**src/rtl/move_executor.sv**
```systemverilog
// Responder for the move handshake: decodes a 4-bit move code, steps one face driver,
// waits for the mechanics to settle and pulses move_done. Define STEP_RAMP_EN for half-speed end ramps.
module move_executor #(
    parameter int STEPS_PER_QUARTER = 50,
    parameter int HALF_PERIOD       = 50000,
    parameter int DIR_SETUP         = 100,
    parameter int SETTLE_CYCLES     = 100000,
    parameter int RAMP_STEPS        = 8
) (
    input  logic       clock,
    input  logic       reset_n,
    input  logic       start_move,
    input  logic [3:0] next_move,
    output logic       move_done,
    output logic       busy,
    output logic [3:0] current_move,
    output logic [5:0] step_out,
    output logic [5:0] dir_out,
    output logic [5:0] motor_en
);

    localparam int MAX_A   = (DIR_SETUP > 2 * HALF_PERIOD) ? DIR_SETUP : 2 * HALF_PERIOD;
    localparam int MAX_CNT = (MAX_A > SETTLE_CYCLES) ? MAX_A : SETTLE_CYCLES;
    localparam int CW      = $clog2(MAX_CNT + 1);
    localparam int PW      = $clog2(STEPS_PER_QUARTER + 1);

    localparam logic [CW-1:0] SETUP_LAST  = CW'(DIR_SETUP - 1);
    localparam logic [CW-1:0] HALF_LAST   = CW'(HALF_PERIOD - 1);
    localparam logic [CW-1:0] SETTLE_LAST = CW'(SETTLE_CYCLES - 1);
    localparam logic [PW-1:0] PULSE_LAST  = PW'(STEPS_PER_QUARTER - 1);

    typedef enum logic [2:0] {
        S_IDLE    = 3'd0,
        S_NOOP    = 3'd1,
        S_SETUP   = 3'd2,
        S_STEP_HI = 3'd3,
        S_STEP_LO = 3'd4,
        S_SETTLE  = 3'd5,
        S_DONE    = 3'd6
    } state_t;

    state_t        r_state;
    logic [CW-1:0] r_cnt;
    logic [PW-1:0] r_pulse;
    logic [2:0]    r_face;
    logic          r_move_done;
    logic          r_busy;
    logic [3:0]    r_current_move;
    logic [5:0]    r_step;
    logic [5:0]    r_dir;
    logic [5:0]    r_motor_en;

    logic          w_code_valid;
    logic [2:0]    w_face;
    logic          w_cw;
    logic          w_slow;
    logic [CW-1:0] w_phase_last;

    // Decode the requested code and pick the length of the current step phase
    always_comb begin
        w_code_valid = (next_move >= 4'd1) && (next_move <= 4'd12);
        w_cw         = (next_move <= 4'd6);
        if (w_cw) begin
            w_face = 3'(next_move - 4'd1);
        end else begin
            w_face = 3'(next_move - 4'd7);
        end
`ifdef STEP_RAMP_EN
        if (2 * RAMP_STEPS >= STEPS_PER_QUARTER) begin
            w_slow = 1'b1;
        end else begin
            w_slow = (r_pulse < PW'(RAMP_STEPS)) ||
                     (r_pulse >= PW'(STEPS_PER_QUARTER - RAMP_STEPS));
        end
        if (w_slow) begin
            w_phase_last = CW'(2 * HALF_PERIOD - 1);
        end else begin
            w_phase_last = HALF_LAST;
        end
`else
        w_slow       = 1'b0;
        w_phase_last = HALF_LAST;
`endif
    end

    // Move FSM; every output is a register derived from the state it leaves
    always_ff @(posedge clock) begin
        if (!reset_n) begin
            r_state        <= S_IDLE;
            r_cnt          <= '0;
            r_pulse        <= '0;
            r_face         <= 3'd0;
            r_move_done    <= 1'b0;
            r_busy         <= 1'b0;
            r_current_move <= 4'd0;
            r_step         <= 6'd0;
            r_dir          <= 6'd0;
            r_motor_en     <= 6'd0;
        end else begin
            r_move_done <= (r_state == S_DONE);
            r_busy      <= (r_state != S_IDLE);
            r_step      <= (r_state == S_STEP_HI) ? (6'b000001 << r_face) : 6'd0;
            case (r_state)
                S_IDLE: begin
                    if (start_move) begin
                        r_current_move <= next_move;
                        r_cnt          <= '0;
                        r_pulse        <= '0;
                        if (w_code_valid) begin
                            r_face             <= w_face;
                            r_dir[w_face]      <= w_cw;
                            r_motor_en[w_face] <= 1'b1;
                            r_state            <= S_SETUP;
                        end else begin
                            r_state <= S_NOOP;
                        end
                    end
                end
                S_NOOP: r_state <= S_DONE;
                S_SETUP: begin
                    if (r_cnt == SETUP_LAST) begin
                        r_cnt   <= '0;
                        r_state <= S_STEP_HI;
                    end else begin
                        r_cnt <= r_cnt + CW'(1);
                    end
                end
                S_STEP_HI: begin
                    if (r_cnt == w_phase_last) begin
                        r_cnt   <= '0;
                        r_state <= S_STEP_LO;
                    end else begin
                        r_cnt <= r_cnt + CW'(1);
                    end
                end
                S_STEP_LO: begin
                    if (r_cnt == w_phase_last) begin
                        r_cnt <= '0;
                        if (r_pulse == PULSE_LAST) begin
                            r_pulse <= '0;
                            r_state <= S_SETTLE;
                        end else begin
                            r_pulse <= r_pulse + PW'(1);
                            r_state <= S_STEP_HI;
                        end
                    end else begin
                        r_cnt <= r_cnt + CW'(1);
                    end
                end
                S_SETTLE: begin
                    if (r_cnt == SETTLE_LAST) begin
                        r_cnt   <= '0;
                        r_state <= S_DONE;
                    end else begin
                        r_cnt <= r_cnt + CW'(1);
                    end
                end
                S_DONE:  r_state <= S_IDLE;
                default: r_state <= S_IDLE;
            endcase
        end
    end

    assign move_done    = r_move_done;
    assign busy         = r_busy;
    assign current_move = r_current_move;
    assign step_out     = r_step;
    assign dir_out      = r_dir;
    assign motor_en     = r_motor_en;

endmodule
```
**config.mk**
```make
export PLATFORM = sky130hd
export DESIGN_NAME = move_executor
export DESIGN_NICKNAME = d
export VERILOG_FILES = /design/src/rtl/move_executor.sv
export SDC_FILE = /design/constraint.sdc
export NUM_CORES = 1
export LEC_CHECK = 0
export ABC_AREA = 1
export BUFFER_PORTS_ARGS = -buffer_cell sky130_fd_sc_hd__clkbuf_2
export CORE_MARGIN = 2
export CORE_UTILIZATION = 38
export CTS_CLUSTER_SIZE = 20
export DETAILED_ROUTE_END_ITERATION = 6
export GPL_TIMING_DRIVEN = 0
export SLEW_MARGIN = 20
export SYNTH_ARGS = -nofsm -noshare
export SYNTH_HDL_FRONTEND = slang
export SYNTH_SLANG_ARGS = --single-unit
export TNS_END_PERCENT = 20
```
**constraint.sdc**
```tcl
create_clock -name clock -period 2.12 [get_ports clock]
set_input_delay 0.318 -clock clock [delete_from_list [all_inputs] [get_ports clock]]
set_output_delay 0.318 -clock clock [all_outputs]
set_load 0.005 [all_outputs]
```
==> metrics.yaml <==
cp-start-kind: "register"
nNetsFinal: 469
drt_iter0_markers: 135
drive_gt1_share_pct: 13.1
worstSetupPathType: "register to register"
dp.cells: 549
die_h_um: 89.4
synth.cell_area_sq_um: 2770
die-area_sq_um: 8000
ant_nets: 0
die_w_um: 89.4
grt_antenna_before_repair: 0
cp-startpoint: "r_cnt[1]"
synth_cell_types: 33
fin_area_sq_um: 3170
fillers: 742
end_kind: "register"
worst_hold_slack_ns: 0.268
regToRegEndpoint: "r_pulse[1]"
clk_path_buf_depth: 2
timing.setup.tns_ns: 0
grt_pass1_vias: 2481
vdd_ir_drop_max_uv: 451
path_buf_inv: 0
worst_pin_slew_ns: 0.592
layout_commonest_cell: "nand2_1"
clk_pin_slew_ns: 0.11
regToRegSetupSlack_ns: 0.26
routedWlPerCell_um: 11.8
num_rows: 31
path_cells: "ha_1 -> nand2_1 -> nor2_1 -> nand4_1 -> nand2_2 -> nand2_1 -> nand2_1 -> nor2_1"
ys_seq_area_share_pct: 38.2
antenna_cells: 0
grt_pass1_wl_um: 11000
layout.cells.non_filler: 558
io_buffer_count: 29
p_total_mw: 2.85
worstReg2RegStart: "r_cnt[1]"
core-area_sq_um: 7180
worstPathRequired_ns: 2.34
initial_core_util_pct: 38.7
finalCriticalPeriod_ns: 1.86
drt_first_pass_iters: 4
power_leakage_nw: 1.37
area_delta_synth_final_pct: 14.3
htreeDepth: 2
route.detailed.drc: 0
crit_top_cell: "nand2_1"
slowest_stage: "dfxtp_1"
netlist_instances: 421
clock_latency_ns: 0.32
post-dp-hpwl_um: 5110
r2r_cells: 8
power_density_nw_per_um2: 900
status: "finished, final reports clean"
hold_buffers: 0
finalSetupViolations: 0
path_delay_family: "simple AND/OR/NAND/NOR gates"
yosys_warnings: 0
max_stage_delay_ns: 0.39
hp-class: "input port to register"
numCtsBuffers: 5
routed-via-count: 2663
final_hold_viol_count: 0
io_pins: 31
cts_tree: "built"
fmax_mhz: 538
synth_enable_flop_cells: 0
seq_area_sq_um: 1060
grt.total_usage_pct: 17.5
synth_top_flop_cell: "dfxtp_1"
drv_cap: 0
avgSynthCellArea_sq_um: 6.59
skew_ns: 0.0138
maxSlewHeadroom_pct: 60.5
gr-total-overflow: 0
placed_area_sq_um: 3040
crit_cells: 8
syn-num-nets: 432
min_period_over_period_pct: 87.6
vias_per_cell: 4.77
grt_max_degree: 19
async_flop_share_pct: 0
gp_congestion: 0.893
synth-seq-cells: 53
cp_data_arrival_time_ns: 2.07
drt-total-wl_um: 6580
final_cell_mix: "nand2_1, nor2_1, dfxtp_1"
rsz0062_at_grt: "no"
cp-endpoint: "r_pulse[1]"
cts_root_buf: "clkbuf_8"
clock-sinks: 53
critPathMaxFanout: 9
slew_violations: 0
multi_input_area_sq_um: 1470
## worst reg2reg max path: stages, from the launching register on
cell     delay (ns)
dfxtp_1        0.39
ha_1           0.24
nand2_1        0.11
nor2_1         0.23
nand4_1        0.28
nand2_2        0.24
nand2_1        0.07
nand2_1        0.13
nor2_1         0.06
## metrics by stage
step,utilization [%],worst slack [ns]
floorplan,-,0.492
global placement,42.4,0.151
detailed placement,42.4,0.107
CTS,44.1,0.189
global route,44.2,0.0183
finish,44.2,0.263
## sequential cells by signal, summed over array words and instances, names as in the netlist, 3 cells and up
name / count
r_state: 3
r_face: 3
step_out: 6
motor_en: 6
r_cnt: 17
dir_out: 6
current_move: 4
r_pulse: 6
## cell type report
cell class | count | area share [%]
clock inverter | 3 | 1.58
inverter | 53 | 6.28
multi-input combinational | 308 | 46.5
timing repair buffer | 30 | 4.82
buffer | 7 | 1.26
tap | 99 | 3.91
clock buffer | 5 | 2.17
sequential | 53 | 33.5
## what timing repair did
item / CTS / global route
gates resized for setup: 0 / 0
setup endpoints to repair: 0 / 2
buffers inserted: 0 / 1
## cells in the mapped netlist, drive strengths merged (2+ instances only)
cell type  number  area (sq um)
nand3b          2          15.0
a21oi          25           125
inv            53           199
dfxtp          53          1060
nand3          48           245
o21ai          13          65.1
nor2           78           333
o21bai          3          22.5
nor3            6          30.0
clkbuf          3          11.3
ha              3          37.5
nand4           9          56.3
a31o            2          17.5
o211ai          6          45.0
nand2         104           403
buf             4          28.8
## kinds of logic after synthesis
| logic type | count (synthesis) | share of synthesized area [%] |
|---|---|---|
| adders and majority gates | 4 | 2.08 |
| and+or+nand+nor | 251 | 40.0 |
| AOI/OAI and AO/OA | 51 | 10.5 |
| buffers and inverters | 60 | 8.62 |
| xor gates and xnor gates | 2 | 0.632 |
| DFF | 53 | 38.2 |
## worst min-delay path by stage
stage	cells after the start	to	slack (ns)	start
after floorplan	1	step_out[2]	0.43	r_face[0]
after global placement	2	motor_en[4]	0.44	motor_en[4]
after detailed placement	2	motor_en[1]	0.44	motor_en[1]
after CTS	3	current_move[2]	0.26	next_move[2]
after global routing	3	current_move[2]	0.28	next_move[2]
final	3	current_move[2]	0.27	next_move[2]
## metal layers
metal | share of wire, % | vias to the layer above | track usage [%]
li1 | - | 1426 | -
met5 | 0 | - | 0
met4 | 1.6 | 0 | 5.56
met1 | 49 | 1187 | 22.9
met3 | 3.8 | 10 | 3.88
met2 | 46 | 40 | 28.7
## power by group
group,switching [mW],internal (mW),total (mW)
Sequential,0.0928,1.11,1.20
Clock,0.366,0.362,0.729
Combinational,0.641,0.280,0.920
Power figures use the tool's default switching activity.
